**src/rtl/voice_cmd_matcher.sv**
```systemverilog
// Voice-command matcher: records CHUNKS packed PDM words, scores them against N_DIRS templates, reports the best direction.
// Optional MATCH_MARGIN_EN: the winner must also lead the runner-up by at least MARGIN.
module voice_cmd_matcher #(
   parameter int N_DIRS      = 4,
   parameter int CHUNKS      = 2830,
   parameter int SAMPLE_W    = 8,
   parameter int ADDR_W      = 12,
   parameter int THRESH      = 15,
   parameter int DEFAULT_DIR = 1,
   parameter int MARGIN      = 64,
   localparam int DIR_W      = $clog2(N_DIRS),
   localparam int SCORE_W    = $clog2(4*CHUNKS+1),
   localparam int WORD_W     = 4*SAMPLE_W
) (
   input  logic                     i_clk,
   input  logic                     i_rst_n,
   input  logic                     i_enable,
   input  logic                     i_compare_en,
   input  logic                     i_sample_valid,
   input  logic [WORD_W-1:0]        i_sample_data,
   output logic                     o_sample_req,
   output logic                     o_rec_wr,
   output logic [ADDR_W-1:0]        o_rec_addr,
   output logic [WORD_W-1:0]        o_rec_wdata,
   input  logic [WORD_W-1:0]        i_rec_rdata,
   output logic [ADDR_W-1:0]        o_tmpl_addr,
   input  logic [N_DIRS*WORD_W-1:0] i_tmpl_rdata,
   output logic                     o_busy,
   output logic [DIR_W-1:0]         o_match,
   output logic                     o_match_valid
);

`ifdef MATCH_MARGIN_EN
   localparam bit MARGIN_EN = 1'b1;
`else
   localparam bit MARGIN_EN = 1'b0;
`endif

   localparam logic [ADDR_W:0]    C_CHUNKS  = (ADDR_W+1)'(CHUNKS);
   localparam logic [ADDR_W:0]    C_LAST    = (ADDR_W+1)'(CHUNKS-1);
   localparam logic [ADDR_W:0]    C_ONE     = (ADDR_W+1)'(1);
   localparam logic [SAMPLE_W:0]  C_THRESH  = (SAMPLE_W+1)'(THRESH);
   localparam logic [DIR_W-1:0]   C_DEFAULT = DIR_W'(DEFAULT_DIR);
   localparam logic [SCORE_W:0]   C_MARGIN  = (SCORE_W+1)'(MARGIN);

   typedef enum logic [1:0] {S_IDLE, S_RECORD, S_COMPARE, S_DECIDE} state_t;

   state_t               r_state;
   // One bit wider than the RAM address so the drain cycle can sit at CHUNKS.
   logic [ADDR_W:0]      r_addr;
   logic                 r_rd_valid;
   logic [SCORE_W-1:0]   r_score [N_DIRS];
   logic [DIR_W-1:0]     r_match;
   logic                 r_match_valid;

   logic                 w_in_range;
   logic                 w_wr;
   logic [2:0]           w_hits [N_DIRS];
   logic [SAMPLE_W:0]    w_a, w_b, w_diff;
   logic                 w_found, w_beats, w_margin_ok, w_ok;
   logic [DIR_W-1:0]     w_win;
   logic [SCORE_W-1:0]   w_second;

   assign w_in_range    = (r_addr < C_CHUNKS);
   assign o_sample_req  = (r_state == S_RECORD) && w_in_range;
   assign w_wr          = o_sample_req && i_enable && i_sample_valid;
   assign o_rec_wr      = w_wr;
   assign o_rec_addr    = r_addr[ADDR_W-1:0];
   assign o_tmpl_addr   = r_addr[ADDR_W-1:0];
   assign o_rec_wdata   = i_sample_data;
   assign o_busy        = (r_state != S_IDLE);
   assign o_match       = r_match;
   assign o_match_valid = r_match_valid;

   always_comb begin
      w_a = '0;
      w_b = '0;
      w_diff = '0;
      for (int d = 0; d < N_DIRS; d++) begin
         w_hits[d] = '0;
         for (int j = 0; j < 4; j++) begin
            w_a    = {1'b0, i_rec_rdata[j*SAMPLE_W +: SAMPLE_W]};
            w_b    = {1'b0, i_tmpl_rdata[d*WORD_W + j*SAMPLE_W +: SAMPLE_W]};
            w_diff = (w_a >= w_b) ? (w_a - w_b) : (w_b - w_a);
            if (w_diff <= C_THRESH)
               w_hits[d] = w_hits[d] + 3'd1;
         end
      end
   end

   always_comb begin
      w_found  = 1'b0;
      w_beats  = 1'b0;
      w_win    = C_DEFAULT;
      w_second = '0;
      for (int d = 0; d < N_DIRS; d++) begin
         w_beats = 1'b1;
         for (int e = 0; e < N_DIRS; e++)
            if (e != d && r_score[d] <= r_score[e])
               w_beats = 1'b0;
         if (w_beats) begin
            w_found = 1'b1;
            w_win   = DIR_W'(d);
         end
      end
      for (int e = 0; e < N_DIRS; e++)
         if (DIR_W'(e) != w_win && r_score[e] > w_second)
            w_second = r_score[e];
      w_margin_ok = ({1'b0, r_score[w_win]} >= ({1'b0, w_second} + C_MARGIN));
      w_ok        = w_found && (!MARGIN_EN || w_margin_ok);
   end

   always_ff @(posedge i_clk) begin
      if (!i_rst_n) begin
         r_state       <= S_IDLE;
         r_addr        <= '0;
         r_rd_valid    <= 1'b0;
         r_match       <= C_DEFAULT;
         r_match_valid <= 1'b0;
         for (int d = 0; d < N_DIRS; d++)
            r_score[d] <= '0;
      end else begin
         r_match_valid <= 1'b0;
         r_rd_valid    <= 1'b0;
         if (r_rd_valid)
            for (int d = 0; d < N_DIRS; d++)
               r_score[d] <= r_score[d] + SCORE_W'(w_hits[d]);
         case (r_state)
            S_IDLE: begin
               r_addr <= '0;
               for (int d = 0; d < N_DIRS; d++)
                  r_score[d] <= '0;
               if (i_enable)
                  r_state <= S_RECORD;
            end
            S_RECORD: begin
               if (!i_enable) begin
                  r_addr  <= '0;
                  r_state <= S_IDLE;
               end else if (w_wr) begin
                  if (r_addr == C_LAST) begin
                     r_addr  <= '0;
                     r_state <= i_compare_en ? S_COMPARE : S_IDLE;
                  end else begin
                     r_addr <= r_addr + C_ONE;
                  end
               end
            end
            S_COMPARE: begin
               // Read data returns one cycle after the address; the extra cycle drains the last word.
               if (w_in_range) begin
                  r_rd_valid <= 1'b1;
                  r_addr     <= r_addr + C_ONE;
               end else begin
                  r_addr  <= '0;
                  r_state <= S_DECIDE;
               end
            end
            S_DECIDE: begin
               r_match       <= w_ok ? w_win : C_DEFAULT;
               r_match_valid <= 1'b1;
               r_state       <= S_IDLE;
            end
            default: r_state <= S_IDLE;
         endcase
      end
   end

endmodule

```
**config.mk**
```make
export PLATFORM = sky130hd
export DESIGN_NAME = voice_cmd_matcher
export DESIGN_NICKNAME = d
export VERILOG_FILES = /design/src/rtl/voice_cmd_matcher.sv
export SDC_FILE = /design/constraint.sdc
export NUM_CORES = 1
export LEC_CHECK = 0
export BUFFER_PORTS_ARGS = -buffer_cell sky130_fd_sc_hd__buf_2
export CAP_MARGIN = 20
export CORE_MARGIN = 2
export CORE_UTILIZATION = 25
export CTS_BUF_LIST = sky130_fd_sc_hd__clkbuf_8
export CTS_CLUSTER_DIAMETER = 200
export CTS_CLUSTER_SIZE = 12
export DETAILED_ROUTE_END_ITERATION = 8
export MAX_ROUTING_LAYER = met4
export PLACE_DENSITY = 0.42
export SYNTH_ARGS = -nofsm -noshare
export SYNTH_HDL_FRONTEND = slang
export SYNTH_SLANG_ARGS = --single-unit
```
**constraint.sdc**
```tcl
create_clock -name i_clk -period 5.7 [get_ports i_clk]
set_input_delay 0.285 -clock i_clk [delete_from_list [all_inputs] [get_ports i_clk]]
set_output_delay 0.285 -clock i_clk [all_outputs]
set_load 0.03 [all_outputs]
```
==> flow_metrics.tcl <==
set metrics [dict create \
    status "complete, no violations" \
    crit_required_ns 5.98 \
    syn-cell-area_um2 16500 \
    fin_crit_sh_pct 92.8 \
    cap_violations 0 \
    setup_tns_ns 0 \
    grt_pass1_wl_um 82600 \
    antenna_found_initial 14 \
    grt_start_max_net_pins 29 \
    place_area_um2 18400 \
    syn_avg_cell_area_um2 7.85 \
    final_core_util_pct 28.5 \
    cts_root_buffer "clkbuf_8" \
    syn_nets 2709 \
    min_period_ns 5.29 \
    insertion_delay_ns 0.39 \
    ys_seq_elements 75 \
    hold_depth 2 \
    grt_use_total_pct 15.8 \
    cts_tree "built" \
    critPathMaxFanout 7 \
    dpl.cell_count 3125 \
    relSlewSlack_pct 44.6 \
    total_power_mw 2.65 \
    ys_types 84 \
    synth_edf_count 28 \
    worst_setup_path_start_kind "input port" \
    final_common_cell "ha_1" \
    criticalPathCategory "in2reg" \
    grt_overflow 0 \
    die_width_um 261 \
    slew_violations 0 \
    rsz0062_at_grt "no" \
    hp-start "i_rst_n" \
    fmax_mhz 189 \
    yosysWarnings 0 \
    cts_resized 0 \
    hpwl_um 44600 \
    drt_pre_antenna_iters 8 \
    routedWlPerCell_um 16.8 \
    hold_violations 0 \
    final_cell_mix "ha_1 (370), inv_1 (278), buf_2 (194), a21oi_1 (177), nor2_1 (162)" \
    worst_pin_slew_ns 0.829 \
    power.density_nw_per_um2 142 \
    layout.nets 2875 \
    portBuffers 194 \
    critPathArrivalTime_ns 5.56 \
    placementRows 94 \
    crit-reg2reg-capture "o_match[1]" \
    pin_count 259 \
    rr_worst_depth 12 \
    setup_viol 0 \
    post-cts-setup-buffers 0 \
    drc_errors 0 \
    grt_pass1_vias 15000 \
    core_um2 65600 \
    hold_path.class "in2reg" \
    die_y_um 261 \
    tritoncts.num_buffers 9 \
    areaGrowthSynthToFinish_pct 13.2 \
    fin_skew_ns 0.0125 \
    synth-seq-area-share_pct 10.8 \
    drt_iter0_markers 852 \
    crit_path_end_kind "flop" \
    drive_above_1_share_pct 13.6 \
    viasPerCell 4.82 \
    wirelength_um 52900 \
    finalNonFillerCells 3153 \
    rr_startpoint "r_score[1][7]" \
    clk_path_buf_depth 2 \
    async_flop_share_pct 0 \
    syn_inst 2106 \
    design_area_um2 18700 \
    ir_drop_mv 0.125 \
    leakage_nw 9.12 \
    synthFlopType "dfxtp_1" \
    clkTransAtPathRegs_ns 0.09 \
    reg2reg_slack_ns 2.88 \
    die_area_um2 68200 \
    num_vias 15200 \
    hold_end "r_state[0]" \
    htreeDepth 3 \
    cts_hold_buffers 0 \
    initial_core_util_pct 25.2 \
    antenna_left 0 \
    cts.sinks 75 \
    gp_congestion 0.896 \
]
per-layer routing:
layer,vias to the layer above,track usage [%],part of all wire [%]
li1,7674,-,-
met3,44,1.83,4.6
met5,-,-,0
met4,0,3.41,1.8
met2,354,25.8,46
met1,7134,20.8,48
area by class of cell:
class / instances / area (um2)
Clock buffer: 9 / 124
Antenna cell: 12 / 30.0
Sequential cell: 75 / 1780
Fill cell: 7114 / 46900
Inverter: 277 / 1040
Multi-Input combinational cell: 1663 / 13200
Clock inverter: 7 / 141
Tap cell: 864 / 1080
Timing Repair Buffer: 246 / 1360
how the worst max path moves through the flow:
stage,slack [ns],start,to,cells past startpoint
after detailed placement,0.05,i_rec_rdata[9],r_score[0][9],25
after global routing,0.02,i_rec_rdata[9],r_score[0][9],25
final,0.41,i_rec_rdata[9],r_score[0][9],25
after CTS,0.46,i_rec_rdata[9],r_score[0][9],25
after global placement,0.10,i_rec_rdata[1],r_score[3][9],25
after floorplan,0.44,i_rec_rdata[1],r_score[0][9],25
logic make-up after synthesis:
| family | synth area share [%] |
|---|---|
| buffers and inverters | 9.68 |
| adder cells (fa/ha/maj) | 32.4 |
| XOR/XNOR | 4.71 |
| multiplexers | 3.71 |
| AND/OR/NAND/NOR | 17.4 |
| AO/OA/AOI/OAI | 21.3 |
| flip-flops | 10.8 |
report_power, final:
part           internal (mW)  leakage [nW]  total (mW)  switching (mW)
registers              0.581         0.704       0.615          0.0339
clock network          0.335         0.135       0.568           0.233
logic                  0.615          8.28        1.47           0.853
total                   1.53          9.12        2.65            1.12
registers in the layout, indices dropped and copies added, names as in the netlist, named ones only:
signal	flops
o_match	2
r_score	56
r_state	1
r_rd_valid	1
r_addr	13
o_match_valid	1
through the flow:
step	hold slack, ns	setup WS, ns
floorplan	0.480	0.436
global placement	0.497	0.104
detailed placement	0.519	0.0460
CTS	0.230	0.459
global route	0.256	0.0178
finish	0.255	0.413
synth_stat cells, drive strengths merged (30+ instances only):
library cell,instances,area [um2]
o21a,30,225
nand2,105,394
inv,277,1040
nor2,162,608
a21oi,178,895
ha,370,4630
dfxtp,47,941
clkbuf,33,124
buf,58,437
xnor2,56,490
nand4,39,244
o21ai,109,546
mux2i,38,380
nand3,33,165
nor2b,50,313
xor2,33,289
nor3,40,205
a21o,78,587
fa,36,721
critical path, stage by stage:
cell,delay [ns]
buf_2,0.09
inv_1,0.05
buf_4,0.18
ha_1,0.33
nor2b_1,0.14
o21a_1,0.16
o21a_1,0.16
o21ai_0,0.25
a211o_1,0.22
o21a_1,0.26
mux2_2,0.37
or3_1,0.38
a211oi_1,0.28
ha_1,0.30
xor2_1,0.25
ha_1,0.29
mux2_2,0.27
ha_1,0.27
a21o_1,0.11
a21oi_1,0.06
nor2b_1,0.18
and3_1,0.31
and3_1,0.21
xnor2_1,0.11
nor2_1,0.05
No activity file was read; power rests on OpenSTA's default activity.
